$ cat src/rtl/song_reader_pkg.sv
// song_reader_pkg: shared state encoding, ROM word layout and note-player field widths
package song_reader_pkg;
  typedef enum logic [2:0] {
    IDLE      = 3'd0,
    FETCH     = 3'd1,
    DECODE    = 3'd2,
    WAIT_DONE = 3'd3,
    DONE      = 3'd4
  } state_t;
  localparam int END_BIT    = 15;
  localparam int STEREO_MSB = 14;
  localparam int STEREO_LSB = 13;
  localparam int NOTE_MSB   = 12;
  localparam int NOTE_LSB   = 7;
  localparam int DUR_MSB    = 6;
  localparam int DUR_LSB    = 1;
  localparam int NOTE_W     = 6;
  localparam int DUR_W      = 6;
  function automatic logic [15:0] rom_word(input logic end_m, input logic [1:0] st,
                                           input logic [NOTE_W-1:0] note, input logic [DUR_W-1:0] dur);
    return {end_m, st, note, dur, 1'b0};
  endfunction
endpackage

$ cat src/rtl/dffr.sv
// dffr: flip-flop bank with asynchronous active-high clear
module dffr #(
  parameter int W = 1
) (
  input  logic         clk,
  input  logic         reset,
  input  logic [W-1:0] d,
  output logic [W-1:0] q
);
  // plain register, cleared the moment reset rises
  always_ff @(posedge clk or posedge reset)
    if (reset) q <= '0;
    else q <= d;
endmodule

$ cat src/rtl/dffre.sv
// dffre: flip-flop bank with load enable and asynchronous active-high clear
module dffre #(
  parameter int W = 1
) (
  input  logic         clk,
  input  logic         reset,
  input  logic         en,
  input  logic [W-1:0] d,
  output logic [W-1:0] q
);
  // register that only captures when enabled, cleared the moment reset rises
  always_ff @(posedge clk or posedge reset)
    if (reset) q <= '0;
    else if (en) q <= d;
endmodule

$ cat src/rtl/song_rom.sv
// song_rom: song table with registered address, one-cycle read latency
module song_rom
  import song_reader_pkg::*;
#(
  parameter int NUM_SONG_BITS = 2,
  parameter int NOTE_IDX_BITS = 5,
  parameter int ROM_WIDTH     = 16
) (
  input  logic                                   clk,
  input  logic [NUM_SONG_BITS+NOTE_IDX_BITS-1:0] addr,
  output logic [ROM_WIDTH-1:0]                   dout
);
  localparam logic [15:0] END_WORD = 16'h8000;
  logic [NUM_SONG_BITS-1:0] song;
  logic [NOTE_IDX_BITS-1:0] idx;
  logic [5:0] i6;
  logic [15:0] word;
  // address register; the table below is a pure decode of it
  always_ff @(posedge clk) {song, idx} <= addr;
  assign i6 = 6'(idx);
  // song 0: two notes, song 1: three notes, song 2: 32 notes with no marker, others: empty
  assign word =
    song == NUM_SONG_BITS'(0) ? (i6 == 6'd0 ? rom_word(1'b0, 2'b10, 6'd10, 6'd3) :
                                 i6 == 6'd1 ? rom_word(1'b0, 2'b11, 6'd11, 6'd4) : END_WORD) :
    song == NUM_SONG_BITS'(1) ? (i6 == 6'd0 ? rom_word(1'b0, 2'b01, 6'd20, 6'd5) :
                                 i6 == 6'd1 ? rom_word(1'b0, 2'b10, 6'd21, 6'd6) :
                                 i6 == 6'd2 ? rom_word(1'b0, 2'b11, 6'd22, 6'd0) : END_WORD) :
    song == NUM_SONG_BITS'(2) ? rom_word(1'b0, 2'b11, i6 | 6'd32, i6 + 6'd1) : END_WORD;
  assign dout = ROM_WIDTH'(word);
endmodule

$ cat src/rtl/song_reader.sv
// song_reader: walks a ROM song and hands each note word to the note player
module song_reader
  import song_reader_pkg::*;
#(
  parameter int NUM_SONG_BITS = 2,
  parameter int NOTE_IDX_BITS = 5,
  parameter int ROM_WIDTH     = 16
) (
  input  logic                     clk,
  input  logic                     reset,
  input  logic                     play,
  input  logic [NUM_SONG_BITS-1:0] song_sel,
  input  logic                     note_done,
  output logic [NOTE_W-1:0]        note_to_load,
  output logic [DUR_W-1:0]         duration_to_load,
  output logic [1:0]               stereo_side_to_load,
  output logic                     load_new_note,
  output logic                     song_done,
  output logic                     busy
);
  localparam int OUT_W = NOTE_W + DUR_W + 2;
  state_t state_q, state_d;
  logic [2:0] state_raw;
  logic play_q, armed, start, dec_load;
  logic [NUM_SONG_BITS-1:0] song_q;
  logic [NOTE_IDX_BITS-1:0] idx_q, idx_d;
  logic [ROM_WIDTH-1:0] rom_dout;
  logic [OUT_W-1:0] out_q;
  logic unused_rsvd;
  assign state_q = state_t'(state_raw);
  assign unused_rsvd = rom_dout[0];
  // armed only sets once play has been seen low, so a play level held through reset cannot start a song
  assign start = play & ~play_q & armed;
  assign busy = state_q != IDLE;
  assign song_done = state_q == DONE;
  assign {note_to_load, duration_to_load, stereo_side_to_load} = out_q;
  dffr #(.W(3)) u_state (.clk(clk), .reset(reset), .d(state_d), .q(state_raw));
  dffr #(.W(1)) u_play (.clk(clk), .reset(reset), .d(play), .q(play_q));
  dffr #(.W(1)) u_armed (.clk(clk), .reset(reset), .d(armed | ~play), .q(armed));
  dffr #(.W(NOTE_IDX_BITS)) u_idx (.clk(clk), .reset(reset), .d(idx_d), .q(idx_q));
  dffr #(.W(1)) u_load (.clk(clk), .reset(reset), .d(dec_load), .q(load_new_note));
  dffre #(.W(NUM_SONG_BITS)) u_song (
    .clk(clk), .reset(reset), .en(state_q == IDLE && start), .d(song_sel), .q(song_q)
  );
  dffre #(.W(OUT_W)) u_out (
    .clk(clk), .reset(reset), .en(dec_load),
    .d({rom_dout[NOTE_MSB:NOTE_LSB], rom_dout[DUR_MSB:DUR_LSB], rom_dout[STEREO_MSB:STEREO_LSB]}),
    .q(out_q)
  );
  song_rom #(
    .NUM_SONG_BITS(NUM_SONG_BITS), .NOTE_IDX_BITS(NOTE_IDX_BITS), .ROM_WIDTH(ROM_WIDTH)
  ) u_rom (
    .clk(clk), .addr({song_q, idx_q}), .dout(rom_dout)
  );
  // next state and index; a note_done coinciding with the load strobe belongs to no note yet
  always_comb begin
    state_d = state_q;
    idx_d = idx_q;
    dec_load = 1'b0;
    case (state_q)
      IDLE: if (start) begin
        state_d = FETCH;
        idx_d = '0;
      end
      FETCH: state_d = DECODE;
      DECODE: begin
        dec_load = ~rom_dout[END_BIT];
        state_d = rom_dout[END_BIT] ? DONE : WAIT_DONE;
      end
      WAIT_DONE: if (note_done && !load_new_note) begin
        state_d = &idx_q ? DONE : FETCH;
        idx_d = &idx_q ? idx_q : idx_q + 1'b1;
      end
      DONE: begin
        state_d = IDLE;
        idx_d = '0;
      end
      default: state_d = IDLE;
    endcase
  end
endmodule
$ cat config.mk
export PLATFORM = sky130hd
export DESIGN_NAME = song_reader
export DESIGN_NICKNAME = d
export VERILOG_FILES = /design/src/rtl/song_reader_pkg.sv /design/src/rtl/dffr.sv /design/src/rtl/dffre.sv /design/src/rtl/song_rom.sv /design/src/rtl/song_reader.sv
export SDC_FILE = /design/constraint.sdc
export NUM_CORES = 1
export LEC_CHECK = 0
export CAP_MARGIN = 20
export CORE_MARGIN = 2
export CORE_UTILIZATION = 50
export DETAILED_ROUTE_END_ITERATION = 8
export GPL_ROUTABILITY_DRIVEN = 0
export GPL_TIMING_DRIVEN = 0
export PLACE_DENSITY = 0.72
export SYNTH_ARGS = -nofsm -noshare
export SYNTH_HDL_FRONTEND = slang
export SYNTH_SLANG_ARGS = --single-unit
$ cat constraint.sdc
create_clock -name clk -period 2.7 [get_ports clk]
set_input_delay 0.27 -clock clk [delete_from_list [all_inputs] [get_ports clk]]
set_output_delay 0.27 -clock clk [all_outputs]
set_load 0.01 [all_outputs]
==> flow_metrics.py <==
metrics = {
    "logic_synthesis": {
        "ys_seq_area_share_pct": 48.9,
        "synth_common_cells": "dfrtp_1 (27), nand2_1 (13), mux2_2 (11), inv_1 (8), nand3_1 (8)",
        "syn_area_per_cell_um2": 10.9,
        "synth_top_family_by_area": "simple AND/OR/NAND/NOR gates",
        "yosysWarnings": 0,
        "ys_ff_latch": 34,
        "synth.area.top_cells": "dfrtp_1 (41%), dfxtp_1 (8.4%), mux2_2 (7.4%), ha_1 (4.5%), mux2_4 (4.5%)",
        "syn_nets": 165,
        "synth-xor-area-share_pct": 1.58,
        "synthAdderAreaFrac_pct": 4.50,
        "synth_cell_types": 39,
        "synth-simple-area-share_pct": 18.7,
        "synth_ff_type": "dfrtp_1",
        "syn-instance-count": 153,
        "synth_top_area_cell": "dfrtp_1",
        "yosys.area.top_type_share_pct": 40.5,
        "synth_edf_count": 0,
        "netlist_area_um2": 1670,
        "synth_most_common_cell": "dfrtp_1",
        "muxShareOfSynthArea_pct": 11.9,
        "async_reset_ff_share_pct": 79.4,
        "synth-compound-area-share_pct": 9.98,
    },
    "drt": {
        "viasPerCell": 5.36,
        "drc_errors": 0,
        "detail-route-antenna-nets": 0,
        "dr_total_vias": 1221,
        "dr.pass1.iters": 5,
        "drtIter0Drc": 79,
        "routed_wl_mm": 3.16,
        "wire_per_inst_um": 13.8,
    },
    "floorplan": {
        "die_w_um": 61.7,
        "fp.dieH_um": 61.7,
        "initial_core_util_pct": 53.7,
        "ios": 23,
        "coreArea_um2": 3100,
        "die_area_um2": 3810,
        "core.rowCount": 20,
    },
    "global_route": {
        "grt_pass1_vias": 1171,
        "grt.overflow.total": 0,
        "grt_max_degree": 28,
        "antenna_found_initial": 0,
        "grt_pass1_wl_mm": 5.23,
        "track_usage_pct": 19.1,
    },
    "min_path": {
        "hp-class": "primary input to async pin",
    },
    "placement": {
        "dp_slack_ns": 0.469,
        "dp.final_hpwl_mm": 2.24,
        "placed_cells": 219,
        "io_buffers": 22,
    },
    "setup_path": {
        "crit_type": "flip-flop to flip-flop",
        "cp_max_fo": 10,
        "critPathLaunchType": "flip-flop",
        "setup.worst_path.end_class": "flip-flop",
        "cp.arrival_ns": 2.52,
        "crit_required_ns": 2.92,
    },
    "pwr": {
        "peakVddDrop_v": 0.000562,
        "p_leak_nw": 0.925,
        "p_total_mw": 2.12,
        "powerDensity_nw_per_um2": 1050,
    },
    "final_layout": {
        "multiInputGateArea_um2": 778,
        "syn_to_final_growth_pct": 21.8,
        "seq_area_um2": 816,
        "fin_nets": 195,
        "layout-drive-gt1-share_pct": 15.8,
        "layoutNonFillerInstCount": 228,
        "antenna_cells": 0,
        "fillers": 263,
    },
    "cts": {
        "htree_num_levels": 2,
        "clk_pin_slew_ns": 0.10,
        "tritoncts": "yes",
        "clkSinkCount": 34,
        "cts-buffers-inserted": 5,
        "clk_latency_ns": 0.34,
        "cts.repair.resized": 0,
        "cts_setup_buffers": 0,
        "cts_root_buffer": "clkbuf_4",
        "cts_hold_buf": 0,
        "clockBufferDepth": 2,
    },
    "timing": {
        "hold_viol_final": 0,
        "slew_headroom_pct": 65.9,
        "finalCriticalPeriod_ns": 2.30,
        "rsz0062_at_grt": "no",
        "worst_pin_slew_ns": 0.508,
        "tns_ns": 0,
        "finalWorstSetupSlack_ns": 0.402,
        "skew_ns": 0.0104,
        "fmax_mhz": 435,
        "slew_viol_final": 0,
        "finalCritPeriodShare_pct": 85.1,
        "finalSetupViolCount": 0,
    },
    "run_status": {
        "outcome": "completed",
    },
    "run": {
        "maxCapViolCount": 0,
    },
}
area by class of cell:
class | count | share of cell area (%)
multi-input combinational | 106 | 38.3
inverter | 8 | 1.48
clock buffer | 7 | 2.71
clock inverter | 1 | 0.247
tap | 44 | 2.71
timing repair buffer | 23 | 12.2
sequential | 34 | 40.2
buffer | 5 | 2.10
where the power goes:
group	internal, mW	total, mW	switching (mW)
clock network	0.126	0.295	0.169
registers	0.664	0.789	0.124
logic	0.546	1.04	0.491
total	1.34	2.12	0.785
worst max-delay path, cell delays in order, from the launching register on:
cell and delay [ns]:
dfxtp_1 0.37, inv_1 0.11, ha_1 0.15, clkbuf_1 0.33, a211o_1 0.18, a21oi_2 0.07, or3_1 0.39, buf_6 0.16
buf_12 0.15, mux2_4 0.29
sequential cells by signal (all words and copies together) (netlist names):
name / flops
u_out.q: 14
u_idx.q: 5
u_rom.idx: 5
u_state.q: 3
u_rom.song: 2
u_song.q: 2
u_armed.q: 1
u_load.q: 1
u_play.q: 1
cell usage in the layout, fill, tap and decap left out, types with 6 or more instances in the layout:
cell             count
nor2_1               7
o21ai_0              6
dfrtp_1             27
ha_1                 6
mux2_2              11
inv_1                8
nand2_1             13
dfxtp_1              7
clkdlybuf4s50_1     22
nand3_1              8
through the flow:
| stage | instance area, um2 | utilization (%) | hold WS, ns |
|---|---|---|---|
| floorplan | 1670 | - | 0.301 |
| global placement | 1940 | 62.6 | 0.352 |
| detailed placement | 1940 | 62.6 | 0.363 |
| CTS | 2000 | 64.5 | 0.385 |
| global route | 2030 | 65.4 | 0.157 |
| finish | 2030 | 65.4 | 0.146 |
path summary, 6_finish.rpt:
check / to / slack [ns] / from / depth (start not counted)
worst min register to register: u_rom.song[0] / 0.38 / u_song.q[0] / 0
worst max register to register: u_out.q[11] / 0.40 / u_rom.idx[0] / 9
worst min-delay path: u_out.q[12] / 0.15 / reset / 2
worst max-delay path: u_out.q[11] / 0.40 / u_rom.idx[0] / 9
min in group clk: u_rom.song[0] / 0.38 / u_song.q[0] / 0
max in group asynchronous: u_song.q[1] / 2.17 / reset / 3
routing by layer:
metal	share of wire, %	GRT usage (%)	wire length, um
met2	50	31.3	1590
met1	45	23.5	1430
met5	0	0	0
met3	3.4	5.59	108
met4	0.98	8.51	31
kinds of logic after synthesis:
logic type | count (synthesis)
buffers and inverters | 13
AOI/OAI and AO/OA | 25
xor gates and xnor gates | 3
DFF | 34
adders and majority gates | 6
and+or+nand+nor | 56
muxes | 16
Note: power is estimated with default switching activity, not from simulation.
